$ cat config.mk
export PLATFORM = sky130hd
export DESIGN_NAME = intr_dispatcher
export DESIGN_NICKNAME = d
export VERILOG_FILES = /design/src/rtl/intr_pkg.sv /design/src/rtl/ret_stack.sv /design/src/rtl/intr_dispatcher.sv
export SDC_FILE = /design/constraint.sdc
export NUM_CORES = 1
export LEC_CHECK = 0
export BUFFER_PORTS_ARGS = -buffer_cell sky130_fd_sc_hd__buf_2
export CORE_ASPECT_RATIO = 2
export CORE_MARGIN = 5
export CORE_UTILIZATION = 30
export DETAILED_ROUTE_END_ITERATION = 16
export PLACE_DENSITY_LB_ADDON = 0.3
export SLEW_MARGIN = 15
export SYNTH_ARGS = -nofsm -noshare
export SYNTH_HDL_FRONTEND = slang
export SYNTH_SLANG_ARGS = --single-unit
$ cat constraint.sdc
create_clock -name clk -period 2.3 [get_ports clk]
set_clock_uncertainty 0.05 [all_clocks]
set_input_delay 0.23 -clock clk [delete_from_list [all_inputs] [get_ports clk]]
set_output_delay 0.23 -clock clk [all_outputs]
set_load 0.005 [all_outputs]
$ cat src/rtl/intr_pkg.sv
// intr_pkg: shared interrupt constants, dispatcher FSM states and one-hot/index helpers
package intr_pkg;
    localparam int NUM_INTR = 8;
    localparam int IDX_W = 3;
    typedef enum logic [1:0] {IDLE, ACK, JUMP, RET} state_t;
    function automatic logic [IDX_W-1:0] oh2idx(input logic [NUM_INTR-1:0] oh);
        oh2idx = '0;
        for (int i = 0; i < NUM_INTR; i++)
            if (oh[i]) oh2idx = oh2idx | IDX_W'(i);
    endfunction
    function automatic logic [NUM_INTR-1:0] idx2oh(input logic [IDX_W-1:0] idx);
        return NUM_INTR'(1) << idx;
    endfunction
endpackage

$ cat src/rtl/ret_stack.sv
// ret_stack: synchronous LIFO, entry 0 is the top (ports clk, reset active-low sync, push, pop, din, top, empty, full)
module ret_stack #(
    parameter int W = 13,
    parameter int DEPTH = 8
) (
    input  logic         clk,
    input  logic         reset,
    input  logic         push,
    input  logic         pop,
    input  logic [W-1:0] din,
    output logic [W-1:0] top,
    output logic         empty,
    output logic         full
);
    localparam int CW = $clog2(DEPTH + 1);
    logic [W-1:0] mem [DEPTH];
    logic [CW-1:0] cnt;
    assign top = mem[0];
    assign empty = cnt == '0;
    assign full = cnt == CW'(DEPTH);
    always_ff @(posedge clk) begin
        if (!reset) begin
            cnt <= '0;
        end else if (push) begin
            mem[0] <= din;
            for (int i = 1; i < DEPTH; i++) mem[i] <= mem[i-1];
            cnt <= cnt + 1'b1;
        end else if (pop) begin
            for (int i = 0; i < DEPTH - 1; i++) mem[i] <= mem[i+1];
            cnt <= cnt - 1'b1;
        end
    end
endmodule

$ cat src/rtl/intr_dispatcher.sv
// intr_dispatcher: redirects the CPU to interrupt vectors and back on reti (in: clk, reset active-low sync, min_bit_s, intr_enable, instr_boundary, reti, pc; out: call_intr, s_return_intr, take_intr, vector_addr, take_ret, ret_addr, stall, spurious_reti; INTR_NESTING_EN enables 8-deep preemption)
module intr_dispatcher
    import intr_pkg::*;
#(
    parameter int PC_W = 10,
    parameter logic [PC_W-1:0] VEC_BASE = 10'h3C0,
    parameter int VEC_STRIDE = 4
) (
    input  logic                clk,
    input  logic                reset,
    input  logic [NUM_INTR-1:0] min_bit_s,
    input  logic                intr_enable,
    input  logic                instr_boundary,
    input  logic                reti,
    input  logic [PC_W-1:0]     pc,
    output logic [NUM_INTR-1:0] call_intr,
    output logic [NUM_INTR-1:0] s_return_intr,
    output logic                take_intr,
    output logic [PC_W-1:0]     vector_addr,
    output logic                take_ret,
    output logic [PC_W-1:0]     ret_addr,
    output logic                stall,
    output logic                spurious_reti
);
`ifdef INTR_NESTING_EN
    localparam int DEPTH = 8;
`else
    localparam int DEPTH = 1;
`endif
    state_t state;
    logic [NUM_INTR-1:0] req;
    logic [PC_W+IDX_W-1:0] top;
    logic empty, full, eligible;
    logic [IDX_W-1:0] idx, top_idx, req_idx;
    logic [IDX_W:0] cur;
    assign idx = oh2idx(min_bit_s);
    assign req_idx = oh2idx(req);
    assign top_idx = top[IDX_W-1:0];
    // an empty stack behaves as an in-service level below every line
    assign cur = empty ? (IDX_W+1)'(NUM_INTR) : {1'b0, top_idx};
`ifdef INTR_NESTING_EN
    assign eligible = |min_bit_s && {1'b0, idx} < cur && intr_enable && instr_boundary;
`else
    assign eligible = |min_bit_s && empty && intr_enable && instr_boundary;
`endif
    ret_stack #(.W(PC_W + IDX_W), .DEPTH(DEPTH)) u_stack (
        .clk   (clk),
        .reset (reset),
        .push  (state == ACK),
        .pop   (state == RET),
        .din   ({pc, req_idx}),
        .top   (top),
        .empty (empty),
        .full  (full)
    );
    always_ff @(posedge clk)
        if (reset) assert (!(state == ACK && full));
    // outputs are registered on entry to the state in which they are defined
    always_ff @(posedge clk) begin
        if (!reset) begin
            state <= IDLE;
            req <= '0;
            call_intr <= '0;
            s_return_intr <= '0;
            take_intr <= 1'b0;
            vector_addr <= '0;
            take_ret <= 1'b0;
            ret_addr <= '0;
            stall <= 1'b0;
            spurious_reti <= 1'b0;
        end else begin
            call_intr <= '0;
            s_return_intr <= '0;
            take_intr <= 1'b0;
            vector_addr <= '0;
            take_ret <= 1'b0;
            ret_addr <= '0;
            stall <= 1'b0;
            case (state)
                IDLE:
                    if (reti && !empty) begin
                        state <= RET;
                        s_return_intr <= idx2oh(top_idx);
                        ret_addr <= top[PC_W+IDX_W-1:IDX_W];
                        take_ret <= 1'b1;
                        stall <= 1'b1;
                    end else if (reti) begin
                        spurious_reti <= 1'b1;
                    end else if (eligible) begin
                        state <= ACK;
                        req <= min_bit_s;
                        call_intr <= min_bit_s;
                        stall <= 1'b1;
                    end
                ACK: begin
                    state <= JUMP;
                    take_intr <= 1'b1;
                    vector_addr <= VEC_BASE + PC_W'(VEC_STRIDE * int'(req_idx));
                    stall <= 1'b1;
                end
                default: state <= IDLE;
            endcase
        end
    end
endmodule

==> metrics, run 1 <==
Clk network pwr share 49.8%; Post-CTS Resized 0; CTS sink count 57; Avg WL per Cell 13.18 um; worst IR drop on VDD 0.0006234 V; unrepaired setup endpoints after global routing no; HP Start pc[0]; DP Wirelength 2493 um; clk slew on worst S/H paths 0.05 ns; share of the synthesized area in the top cell type 49.09%; Flop pwr share 46.5%; library cells used by synthesis 29; Via density 4.590; final setup fails 0; final WL 3505 um; max-slew violations 0; H-tree levels 3; r2r setup slk 0.82 ns; most common cell after layout, fill and taps aside buf_2; P_sw 0.4670 mW; row cnt 40; DIE HEIGHT 119.4 um; antenna violations before repair 0; Root Driver clkbuf_16; DR iter-0 viols 41; maxcap violations 0; FF+latch count, synth 57; sequential cell area fraction in the yosys report 70.85%; met2 Use GR 13.92%; drt first pass iters 4; Syn-to-layout area delta 32.57%; slew margin rel. 63.95%; FF/Latch Area 0.001271 mm2; PwrDens 955.4 mW/mm2; Worst setup SP type register; leading post-synthesis cells by cell area dfxtp_1 (49%), edfxtp_1 (22%), a32o_1 (3.9%); Avg Inst Size Synth 13.29 um2; Worst Hold Class input port to register; Sw Ratio 20.55%; ys flop type dfxtp_1; Diodes inserted 0; Worst Path Max Fanout 15; asr flop ratio synth 0%; GRT busiest layer met2; synth warn 0; Tcrit/Tclk final 64.38%; CTS Hold Buffers Added 0; Yosys top cell by area dfxtp_1; filler cell count 591; cell-internal power 1.805 mW; grt met1 use 11.66%; largest net degree at the start of global routing 16; die footprint 0.007721 mm2; Post-synth EDFFs 13; Starting Density 30.38%; Clk Latency, worst-skew pair 0.32 ns; cells after synthesis 135; met3 usage 4.245%; CP Class register to register; CP Capture Type register; commonest cells after routing, fill and taps aside buf_2 (59), dfxtp_1 (44), edfxtp_1 (13); fin nets 221; reg2reg end u_stack.mem[0][1]$_DFFE_PP_; CORE AREA 0.005906 mm2; drt drc 0; Cell Area, Synth 0.001794 mm2; Critical R2R Launch state[0]$_SDFFE_PN0P_; multi-input logic area 455.4 um2; post-CTS setup buffer count 0; Setup TNS Final 0 ns; Post-Layout Cell Count 266; first-pass GRT wire length 5637 um; worst-margin pin slew 0.5401 ns; via count 1,221; TritonCTS buffer count 9; I/O Buffers 59; GP Congestion 0.7045; run status completed; clock tree buffer depth 2; Hold Path Cell Cnt 1; Final Hold Fails 0; Worst EP required 2.20 ns; FF-to-FF path depth 2; critical path arrival 1.38 ns; minimum clock period 1.481 ns; worst hold path endpoint u_stack.mem[0][3]$_DFFE_PP_; CTS tree yes; Cells after DPL 250; total track usage 9.847%; vias in the first global route 1,194; share of cells above drive strength 1 39.41%; Die Span X 64.69 um; fmax 0.6753 GHz; I/O pin cnt 63; total global routing overflow 0; Comb pwr share 3.7%; Pleak 1.115 nW; DRT antenna net count 0
==> layer usage <==
metal	vias to the layer above	wire length, um
li1	598	-
met1	552	1452
met2	62	1624
met3	9	340
met4	0	87
met5	-	0
==> worst max path at each step <==
stage                               start                          end
floorplan                    min_bit_s[5]          req[6]$_SDFFE_PN0P_
global placement             min_bit_s[5]          req[4]$_SDFFE_PN0P_
detailed placement           min_bit_s[5]          req[5]$_SDFFE_PN0P_
CTS                 state[0]$_SDFFE_PN0P_  u_stack.mem[0][1]$_DFFE_PP_
global route        state[0]$_SDFFE_PN0P_  u_stack.mem[0][1]$_DFFE_PP_
finish              state[0]$_SDFFE_PN0P_  u_stack.mem[0][1]$_DFFE_PP_
==> stage by stage <==
| step | setup slack, ns | cell area (um2) | utilization, % | hold slack (ns) | total power [mW] |
|---|---|---|---|---|---|
| floorplan | 0.7742 | 1802 | - | 0.2789 | 1.123 |
| global route | 0.6959 | 2379 | 40.28 | 0.02800 | 2.373 |
| finish | 0.8192 | 2379 | 40.28 | 0.03773 | 2.272 |
| global placement | 0.6801 | 2116 | 35.83 | 0.3567 | 1.160 |
| CTS | 0.7930 | 2379 | 40.28 | 0.02702 | 2.307 |
| detailed placement | 0.6720 | 2116 | 35.83 | 0.3581 | 1.162 |
==> cell usage after synthesis, types with 4 or more instances <==
master,count
nor2_1,6
and3_1,10
edfxtp_1,13
dfxtp_1,44
nand2_1,4
nor3_1,4
buf_4,6
a32o_1,7
and2_1,10
==> cell type report <==
class | count | area share, %
sequential | 57 | 53.45
multi-input combinational | 68 | 19.15
timing repair buffer | 60 | 12.73
clock buffer | 10 | 9.627
tap | 63 | 3.314
clock inverter | 6 | 1.420
inverter | 2 | 0.3156
==> sequential cells by signal (all words and copies together), names as in the netlist <==
register and cells:
take_ret 1, ret_addr 10, stall 1, u_stack.mem 13
u_stack.full 1, s_return_intr 8, req 7, state 2
take_intr 1, vector_addr 4, call_intr 8, spurious_reti 1
==> worst max-delay path: stages (launching register included) <==
cell	delay [ns]
dfxtp_1	0.43
nand3b_1	0.18
inv_1	0.45
==> logic make-up after synthesis <==
group | share of synthesized area, %
flops | 70.85
simple gates | 17.43
compound gates | 6.834
buf+inv | 4.184
xor+xnor | 0.4882
other cells | 0.2090
==> power groups by stage <==
stage	sequential (mW)	combinational (mW)	clock (mW)
3_5_place_dp	1.08	0.0864	0
4_1_cts	1.06	0.0867	1.16
2_1_floorplan	1.07	0.0479	0
6_report	1.06	0.0849	1.13
3_3_place_gp	1.08	0.0851	0
5_1_grt	1.06	0.0962	1.22
(Power assumes the default switching activity.)
==> run 2, diff against run 1 <==
clock period = 1.47 ns   (was 2.3 ns; I/O delays follow)
==> run 2 against run 1 <==
Worst hold slack got worse by 0.020 ns. Register-to-register slack lost 0.71 ns. Total power is 73% higher. Global-route usage rose by 0.48 points. Core utilization is 4.0 points higher. Non-clock buffer count grew 19. Die area stayed put. Fmax grew 8.8%.
==> metrics, run 2 (synthesis results as in run 1) <==
final core utilization 44.26% (was 40.28%); Via density 4.547 (was 4.590); PwrDens 1505 mW/mm2 (was 955.4 mW/mm2); FF-to-FF path depth 3 (was 2); DRT antenna net count 0 (unchanged); Hold WS 0.01801 ns (was 0.03773 ns); critical path arrival 1.51 ns (was 1.38 ns); DR iter-0 viols 25 (was 41); minimum clock period 1.361 ns (was 1.481 ns); Die Span X 64.69 um (unchanged); clk slew on worst S/H paths 0.05 ns (about the same); Worst EP required 1.62 ns (was 2.20 ns); final setup fails 0 (unchanged); maxcap violations 0 (unchanged); row cnt 40 (unchanged); antenna violations before repair 0 (unchanged); Worst setup SP type register (unchanged); fmax 0.7346 GHz (was 0.6753 GHz); I/O pin cnt 63 (unchanged); Setup TNS Final 0 ns (unchanged); Tcrit/Tclk final 92.60% (was 64.38%); run status completed (unchanged); CORE AREA 0.005906 mm2 (unchanged); Syn-to-layout area delta 45.68% (was 32.57%); share of cells above drive strength 1 39.64% (was 39.41%); Worst Hold Class input port to register (unchanged); filler cell count 572 (was 591); I/O Buffers 59 (unchanged); most common cell after layout, fill and taps aside buf_2 (unchanged); Largest register FFs 13 (unchanged); unrepaired setup endpoints after global routing no (unchanged); Largest Register u_stack.mem (unchanged); Starting Density 30.38% (unchanged); DP Wirelength 2587 um (was 2493 um); Clk Latency, worst-skew pair 0.31 ns (was 0.32 ns); drt first pass iters 4 (unchanged); vias in the first global route 1,327 (was 1,194); DIE HEIGHT 119.4 um (unchanged); Pleak 1.225 nW (was 1.115 nW); post-CTS setup buffer count 0 (unchanged); max-slew violations 0 (unchanged); fin nets 240 (was 221); die footprint 0.007721 mm2 (unchanged); commonest cells after routing, fill and taps aside buf_2 (59), dfxtp_1 (44), edfxtp_1 (13) (unchanged); CP Capture Type register (unchanged); drt drc 0 (unchanged); TritonCTS buffer count 9 (unchanged); CTS tree yes (unchanged); CP Class register to register (unchanged); Final Hold Fails 0 (unchanged); Hold Path Cell Cnt 2 (was 1); Post-Layout Cell Count 285 (was 266); Diodes inserted 0 (unchanged); clock tree buffer depth 2 (unchanged); Avg WL per Cell 12.91 um (was 13.18 um); Tot Pwr 3.933 mW (was 2.272 mW); CTS sink count 57 (unchanged); worst IR drop on VDD 0.0008275 V (was 0.0006234 V); total global routing overflow 0 (unchanged); Root Driver clkbuf_16 (unchanged); GP Congestion 0.7844 (was 0.7045); first-pass GRT wire length 5975 um (was 5637 um); largest net degree at the start of global routing 16 (unchanged); via count 1,296 (was 1,221); largest registers u_stack.mem: 13 flops, ret_addr: 10 flops (unchanged); Cells after DPL 258 (was 250); total track usage 10.33% (was 9.847%); final WL 3680 um (was 3505 um); H-tree levels 3 (unchanged); Worst Path Max Fanout 7 (was 15)
run 2: worst paths after layout:
path | from | end | slack [ns]
hold reg to reg | spurious_reti$_SDFFE_PN0P_ | spurious_reti$_SDFFE_PN0P_ | 0.41
setup / recovery | u_stack.full$_SDFFE_PN0P_ | req[1]$_SDFFE_PN0P_ | 0.11
setup reg to reg | u_stack.full$_SDFFE_PN0P_ | req[1]$_SDFFE_PN0P_ | 0.11
hold / removal | min_bit_s[3] | req[3]$_SDFFE_PN0P_ | 0.02
run 2: timing repair:
action | in CTS | in global routing
resized for setup | 0 | 1
hold buffers | 11 | 0
endpoints found under the setup margin | 0 | 3
hold endpoints to repair | 11 | 0
run 2: metal layers:
metal	part of all wire (%)	routed length, um	GRT usage, %	up-vias
li1	-	-	-	639
met1	41	1519	11.48	596
met2	48	1775	15.22	55
met3	8.8	322	4.906	6
met4	1.7	63	7.285	0
met5	0	0	0	-
run 2: power by group:
part	leakage, nW	internal, mW	switching [mW]
combinational	0.601	0.0983	0.0757
clock	0.150	1.46	0.647
sequential	0.474	1.64	0.0154
run 2: critical path, cell delays in order, from the launching register on:
cell      delay [ns]
dfxtp_1         0.34
and4bb_2        0.36
o211ai_2        0.20
a32o_1          0.31
run 2: area by class of cell:
cell class              count  area, um2  area share [%]
flip-flops and latches     57       1271           48.64
inverters                   2      7.507          0.2872
repair buffers             79      485.5           18.57
clock buffers               9      225.2           8.617
clock inverters             7      85.08           3.255
well taps                  63      78.83           3.016
multi-input cells          68      460.4           17.62
run 2: per-stage QoR:
stage	instance area (um2)	setup WS, ns
final	2614	0.1087
after global routing	2614	0.02269
after CTS	2609	0.06273
after detailed placement	2188	-0.05537
after global placement	2188	-0.03137
after floorplan	1802	0.02723
